**config.mk**
```make
export PLATFORM = sky130hd
export DESIGN_NAME = usb_fs_rx
export DESIGN_NICKNAME = d
export VERILOG_FILES = /design/src/rtl/usb_fs_rx.sv
export SDC_FILE = /design/constraint.sdc
export NUM_CORES = 1
export LEC_CHECK = 0
export ABC_AREA = 1
export BUFFER_PORTS_ARGS = -buffer_cell sky130_fd_sc_hd__clkbuf_2
export CAP_MARGIN = 40
export CORE_UTILIZATION = 55
export CTS_CLUSTER_SIZE = 14
export DETAILED_ROUTE_END_ITERATION = 6
export PLACE_DENSITY_LB_ADDON = 0.1
export SLEW_MARGIN = 20
export SYNTH_ARGS = -nofsm -noshare
export SYNTH_HDL_FRONTEND = slang
export SYNTH_SLANG_ARGS = --single-unit
```
**constraint.sdc**
```tcl
create_clock -name clk -period 1.85 [get_ports clk]
set_input_delay 0 -clock clk [delete_from_list [all_inputs] [get_ports clk]]
set_output_delay 0 -clock clk [all_outputs]
set_load 0.02 [all_outputs]
```
**src/rtl/usb_fs_rx.sv**
```systemverilog
// Full-speed USB receive front end: synchroniser, DPLL, NRZI decode, unstuffing,
// SYNC/EOP framing, UTMI-style strobes. Optional glitch filter: USB_FS_RX_GLITCH_FILTER_EN.
module usb_fs_rx #(
  parameter int OVERSAMPLE  = 4,
  parameter int SYNC_STAGES = 2
) (
  input  logic       clk,
  input  logic       rst,
  input  logic       dp_i,
  input  logic       dm_i,
  input  logic       tx_oe,
  output logic [1:0] line_state,
  output logic       rx_active,
  output logic       rx_valid,
  output logic [7:0] rx_data,
  output logic       rx_error
);
  localparam int PW = $clog2(OVERSAMPLE + 1);

  localparam logic [2:0] S_IDLE  = 3'd0;
  localparam logic [2:0] S_SYNC  = 3'd1;
  localparam logic [2:0] S_DATA  = 3'd2;
  localparam logic [2:0] S_EOP   = 3'd3;
  localparam logic [2:0] S_ABORT = 3'd4;

  logic [SYNC_STAGES-1:0] dp_sync, dm_sync;

  always_ff @(posedge clk) begin
    if (rst) begin
      dp_sync <= '1;
      dm_sync <= '0;
    end else begin
      dp_sync <= {dp_sync[SYNC_STAGES-2:0], dp_i};
      dm_sync <= {dm_sync[SYNC_STAGES-2:0], dm_i};
    end
  end

`ifdef USB_FS_RX_GLITCH_FILTER_EN
  logic [1:0] raw, h1, h2, filt;
  assign raw = {dp_sync[SYNC_STAGES-1], dm_sync[SYNC_STAGES-1]};

  // 2-of-3 vote per wire over the last three synchronised samples
  always_ff @(posedge clk) begin
    if (rst) begin
      h1   <= 2'b10;
      h2   <= 2'b10;
      filt <= 2'b10;
    end else begin
      h1   <= raw;
      h2   <= h1;
      filt <= (raw & h1) | (raw & h2) | (h1 & h2);
    end
  end
  assign line_state = filt;
`else
  assign line_state = {dp_sync[SYNC_STAGES-1], dm_sync[SYNC_STAGES-1]};
`endif

  // DPLL: the cycle a change is seen counts as phase 0, so the strobe lands mid-bit
  logic [1:0]    ls_q;
  logic [PW-1:0] phase_q, phase;
  logic          change, strobe;

  assign change = line_state != ls_q;
  assign phase  = change ? '0 : phase_q;
  assign strobe = phase == PW'(OVERSAMPLE / 2);

  always_ff @(posedge clk) begin
    if (rst) begin
      ls_q    <= 2'b10;
      phase_q <= '0;
    end else begin
      ls_q    <= line_state;
      phase_q <= (phase == PW'(OVERSAMPLE - 1)) ? '0 : phase + PW'(1);
    end
  end

  logic [PW-1:0] hold;
  logic          rx_en;
  assign rx_en = !tx_oe && (hold == '0);

  always_ff @(posedge clk) begin
    if (rst)              hold <= '0;
    else if (tx_oe)       hold <= PW'(OVERSAMPLE);
    else if (hold != '0)  hold <= hold - PW'(1);
  end

  logic is_j, is_k, is_se0, is_se1, bit_d;
  assign is_j   = line_state == 2'b10;
  assign is_k   = line_state == 2'b01;
  assign is_se0 = line_state == 2'b00;
  assign is_se1 = line_state == 2'b11;

  logic [2:0] state;
  logic       prev_dp;
  logic [1:0] zcnt;
  logic [2:0] ones;
  logic [2:0] bitcnt;
  logic [7:0] shreg;
  logic       pend;
  logic       misalign;
  logic       se0_seen;

  assign bit_d = line_state[1] == prev_dp;

  always_ff @(posedge clk) begin
    if (rst) begin
      state    <= S_IDLE;
      prev_dp  <= 1'b1;
      zcnt     <= '0;
      ones     <= '0;
      bitcnt   <= '0;
      shreg    <= '0;
      pend     <= 1'b0;
      misalign <= 1'b0;
      se0_seen <= 1'b0;
      rx_valid <= 1'b0;
      rx_error <= 1'b0;
      rx_data  <= '0;
    end else begin
      rx_valid <= 1'b0;
      rx_error <= 1'b0;
      if (!rx_en) begin
        state   <= S_IDLE;
        prev_dp <= 1'b1;
        pend    <= 1'b0;
        ones    <= '0;
      end else if (strobe) begin
        if (is_k)                prev_dp <= 1'b0;
        else if (is_j || is_se0) prev_dp <= 1'b1;
        case (state)
          S_IDLE: begin
            if (is_k) begin
              state <= S_SYNC;
              zcnt  <= 2'd1;
              ones  <= '0;
            end
          end
          S_SYNC: begin
            if (!(is_j || is_k)) begin
              state <= S_IDLE;
            end else if (bit_d) begin
              if (zcnt == 2'd3) begin
                state  <= S_DATA;
                ones   <= 3'd1;
                bitcnt <= '0;
                pend   <= 1'b0;
              end else begin
                state <= S_IDLE;
              end
            end else if (zcnt != 2'd3) begin
              zcnt <= zcnt + 2'd1;
            end
          end
          S_DATA: begin
            if (is_se0) begin
              state    <= S_EOP;
              misalign <= bitcnt != 3'd0;
              if (pend) begin
                rx_valid <= 1'b1;
                rx_data  <= shreg;
                pend     <= 1'b0;
              end
            end else if (is_se1 || (ones == 3'd6 && bit_d)) begin
              rx_error <= 1'b1;
              state    <= S_ABORT;
              se0_seen <= 1'b0;
              pend     <= 1'b0;
            end else if (ones == 3'd6) begin
              // stuffed zero: drop it and release a byte held back for it
              ones <= '0;
              if (pend) begin
                rx_valid <= 1'b1;
                rx_data  <= shreg;
                pend     <= 1'b0;
              end
            end else begin
              shreg  <= {bit_d, shreg[7:1]};
              ones   <= bit_d ? ones + 3'd1 : 3'd0;
              bitcnt <= bitcnt + 3'd1;
              if (bitcnt == 3'd7) begin
                // a byte ending on the sixth 1 waits for its stuff bit
                if (bit_d && ones == 3'd5) begin
                  pend <= 1'b1;
                end else begin
                  rx_valid <= 1'b1;
                  rx_data  <= {bit_d, shreg[7:1]};
                end
              end
            end
          end
          S_EOP: begin
            if (is_j) begin
              state    <= S_IDLE;
              rx_error <= misalign;
            end
          end
          S_ABORT: begin
            if (is_se0)                state    <= S_ABORT;
            if (is_se0)                se0_seen <= 1'b1;
            else if (is_j && se0_seen) state    <= S_IDLE;
          end
          default: state <= S_IDLE;
        endcase
      end
    end
  end

  assign rx_active = (state == S_DATA) || (state == S_EOP);

endmodule
```
==> impl_summary.log <==
INFO  metric run_status = finished, violations left
INFO  metric violations = DRC
INFO  metric grt.total_usage = 23.80%
INFO  metric cts.root.buffer_cell = sky130_fd_sc_hd__clkbuf_8
INFO  metric io-pin-count = 18
INFO  metric cellLeakagePower = 1.413 nW
INFO  metric globalRoute.totalOverflow = 0
INFO  metric power = 1.850 mW
INFO  metric grt_pass1_wl = 9.577 mm
INFO  metric synth-seq-area-share = 34.37%
INFO  metric route.antenna.remaining_nets = 0
INFO  metric worstHoldStart = rst
INFO  metric cts-root-to-sink-buffers = 2
INFO  metric finalNetCount = 437
INFO  metric io_buffer_count = 17
INFO  metric numPlacedInstances = 454
INFO  metric worst-endpoint-arrival = 1890 ps
INFO  metric insertedDiodeCount = 0
INFO  metric pwr-share-comb = 11.9%
INFO  metric die_w = 71.04 um
INFO  metric post_route_cells_drive_above_1_share = 22.89%
INFO  metric whs = 52.89 ps
INFO  metric detail_route.wirelength = 5.483 mm
INFO  metric mostFrequentLayoutCells = 78 x sky130_fd_sc_hd__nor2_1, 63 x sky130_fd_sc_hd__nand2_1, 43 x sky130_fd_sc_hd__dfxtp_1, 40 x sky130_fd_sc_hd__inv_1, 19 x sky130_fd_sc_hd__nand3_1
INFO  metric switching_share = 25.74%
INFO  metric grt_setup_unrepaired = false
INFO  metric cp.required = 2040 ps
INFO  metric cts-buffers-inserted = 5
INFO  metric final_total_negative_setup_slack = 0 ps
INFO  metric pin_count_of_the_biggest_net_entering_global_routing = 24
INFO  metric synth_edf_count = 0
INFO  metric holdPathStages = 3
INFO  metric post-route-min-period = 1703 ps
INFO  metric min_period_over_period = 92.03%
INFO  metric place_area = 2835 um2
INFO  metric fp.dieH = 71.04 um
INFO  metric kind_of_start_point_of_the_critical_path = register
INFO  metric final_cells = 467
INFO  metric h-tree-depth = 2
INFO  metric maxSlewHeadroom = 55.69%
INFO  metric synth-main-ff-cell = sky130_fd_sc_hd__dfxtp_1
INFO  metric rr_startpoint = hold[0]$_SDFFE_PP0P_
INFO  metric synth_cells = 378
INFO  metric setup_viol = 0
INFO  metric layout.cells.most_common = sky130_fd_sc_hd__nor2_1
INFO  metric asyncSetResetFlopFracSynth = 0%
INFO  metric count_of_unresolved_drc_violations_after_routing = 1
INFO  metric design.core.area = 4474 um2
INFO  metric crit_type = register to register
INFO  metric cts.clk_slew.worst_paths = 90 ps
INFO  metric yosys_warnings = 0
INFO  metric report.final.hold_viol_count = 0
INFO  metric first_global_vias = 2137
INFO  metric worst_r2r_endpoint = rx_data[0]$_SDFFE_PP0P_
INFO  metric die_area = 5046 um2
INFO  metric reg2regPathDepth = 10
INFO  metric timing.clock.skew = 7.091 ps
INFO  metric initial_core_util = 58.59%
INFO  metric post_synth_instance_area = 2621 um2
INFO  metric avgRoutedWirePerCell = 11.74 um
INFO  metric netlist-cell-type-count = 35
INFO  metric drt-initial-drc-count = 145
INFO  metric finalMaxSlewViolations = 0
INFO  metric post_drt_via_cell_ratio = 5.101
INFO  metric vdd_ir_drop_max = 0.0005113 V
INFO  metric first_pass_iters = 7
INFO  metric critPathMaxFanout = 9
INFO  metric ys_seq_elements = 45
INFO  metric p_switching = 476.0 uW
INFO  metric tritoncts = done
INFO  metric clock-sinks = 45
INFO  metric hpwl = 4.168 mm
INFO  metric rows = 24
INFO  metric worst-slew-pin-transition = 663.9 ps
INFO  metric worstSkewPairLatency = 300 ps
INFO  metric power_per_cell_area = 606.8 nW/um2
INFO  metric routability_cong = 0.8698
INFO  metric post_synth.cell_area_avg = 6.935 um2
INFO  metric r2r_setup_slack = 150 ps
INFO  metric syn-num-nets = 401
INFO  metric detailroute.via_count = 2382
INFO  metric fmax = 587.3 MHz
INFO  metric share_of_power_burned_in_the_clock_network = 34.4%
INFO  metric design_area = 3048 um2
INFO  metric antenna_found_initial = 0
INFO  metric timing.max_cap.violations = 0
INFO  metric endpoint_kind = register
INFO  metric internal-power = 1.374 mW
INFO  metric seq_power_share = 53.7%
INFO  metric holdCritPathClass = input pin to register
INFO  metric whs_endpoint = misalign$_SDFFE_PP0P_
INFO  metric syn_to_final_growth = 16.28%
==> synth_stat cells (2+ instances only) <==
library cell,n,area (um2)
sky130_fd_sc_hd__or2_2,4,25.02
sky130_fd_sc_hd__inv_2,9,33.78
sky130_fd_sc_hd__nand2_4,3,33.78
sky130_fd_sc_hd__o21bai_1,2,15.01
sky130_fd_sc_hd__o21ai_4,2,32.53
sky130_fd_sc_hd__nor3_1,3,15.01
sky130_fd_sc_hd__inv_1,41,153.9
sky130_fd_sc_hd__o211ai_1,2,15.01
sky130_fd_sc_hd__nor3_2,2,20.02
sky130_fd_sc_hd__o21ai_1,9,45.04
sky130_fd_sc_hd__nor2_1,81,304.0
sky130_fd_sc_hd__nand2_2,7,43.79
sky130_fd_sc_hd__nor2_2,4,25.02
sky130_fd_sc_hd__buf_4,3,22.52
sky130_fd_sc_hd__clkbuf_1,4,15.01
sky130_fd_sc_hd__nor2_4,4,45.04
sky130_fd_sc_hd__dfxtp_1,45,900.9
sky130_fd_sc_hd__nand2_1,66,247.7
sky130_fd_sc_hd__o21ai_0,18,90.09
sky130_fd_sc_hd__a31oi_1,9,56.30
sky130_fd_sc_hd__nand3_1,20,100.1
sky130_fd_sc_hd__a21oi_1,10,50.05
sky130_fd_sc_hd__ha_1,18,225.2
==> metal layers <==
layer,up-vias,track usage [%],part of all wire [%]
met5,-,0,0
met4,0,4.667,0.95
met3,6,4.274,4.7
met2,55,38.03,43
met1,1052,33.80,51
li1,1269,-,-
==> worst max-delay path by stage <==
stage / from / endpoint / slack, ps / cells past startpoint
floorplan: dm_sync[1]$_SDFF_PP0_ / rx_data[1]$_SDFFE_PP0P_ / 140 / 11
global placement: dm_sync[1]$_SDFF_PP0_ / bitcnt[1]$_SDFFE_PP0P_ / 60 / 11
detailed placement: dp_sync[1]$_SDFF_PP1_ / shreg[2]$_SDFFE_PP0P_ / 10 / 12
CTS: dp_sync[1]$_SDFF_PP1_ / bitcnt[2]$_SDFFE_PP0P_ / 0.9 / 14
global route: ls_q[0]$_SDFF_PP0_ / bitcnt[1]$_SDFFE_PP0P_ / 3 / 11
finish: hold[0]$_SDFFE_PP0P_ / rx_data[0]$_SDFFE_PP0P_ / 150 / 10
==> power groups by stage <==
| stage | combinational, mW | clock, mW | sequential [mW] |
|---|---|---|---|
| after floorplan | 0.135 | 0 | 1.02 |
| after global placement | 0.190 | 0 | 1.01 |
| after detailed placement | 0.193 | 0 | 1.02 |
| after CTS | 0.199 | 0.662 | 0.993 |
| after global routing | 0.246 | 0.708 | 0.995 |
| final | 0.220 | 0.637 | 0.993 |
==> per-stage QoR <==
step	setup WS, ps	util (%)
after global routing	3.446	68.12
final	147.4	68.12
after floorplan	136.6	-
after CTS	0.8595	66.19
after global placement	60.62	63.37
after detailed placement	12.15	63.37
==> worst max-delay path, stage by stage (launching register included) <==
cell,delay [ps]
sky130_fd_sc_hd__dfxtp_1,330
sky130_fd_sc_hd__inv_1,60
sky130_fd_sc_hd__ha_1,170
sky130_fd_sc_hd__ha_1,180
sky130_fd_sc_hd__nand2_2,110
sky130_fd_sc_hd__nor2_1,130
sky130_fd_sc_hd__o21ai_1,90
sky130_fd_sc_hd__a21oi_2,160
sky130_fd_sc_hd__nand2_4,110
sky130_fd_sc_hd__o21ai_1,190
sky130_fd_sc_hd__nor2_1,60
==> sequential cells by signal, summed over array words and instances, names as in the netlist <==
name	cells
rx_valid	1
shreg	8
ones	3
pend	1
zcnt	2
phase_q	3
rx_data	8
dm_sync	2
prev_dp	1
hold	3
state	3
bitcnt	3
ls_q	2
dp_sync	2
rx_error	1
misalign	1
se0_seen	1
==> logic make-up after synthesis <==
| kind of cell | share of synthesized area, % |
|---|---|
| AND/OR/NAND/NOR | 34.37 |
| buffers and inverters | 9.451 |
| AO/OA/AOI/OAI | 12.89 |
| flip-flops | 34.37 |
| adder cells (fa/ha/maj) | 8.592 |
| XOR/XNOR | 0.3342 |
==> area by class of cell <==
cell class	count	area, um2
repair buffers	37	255.2
clock inverters	2	13.76
flip-flops and latches	45	905.9
clock buffers	6	82.58
multi-input cells	273	1523
well taps	52	65.06
fillers	406	1426
inverters	52	202.7
==> repair_timing <==
item                                    CTS  global route
endpoints found under the setup margin    0            30
setup buffers                             0             2
gates resized for setup                   0            18
hold buffers                              3             0
endpoints found under the hold margin     3             0
Power figures use the tool's default switching activity.
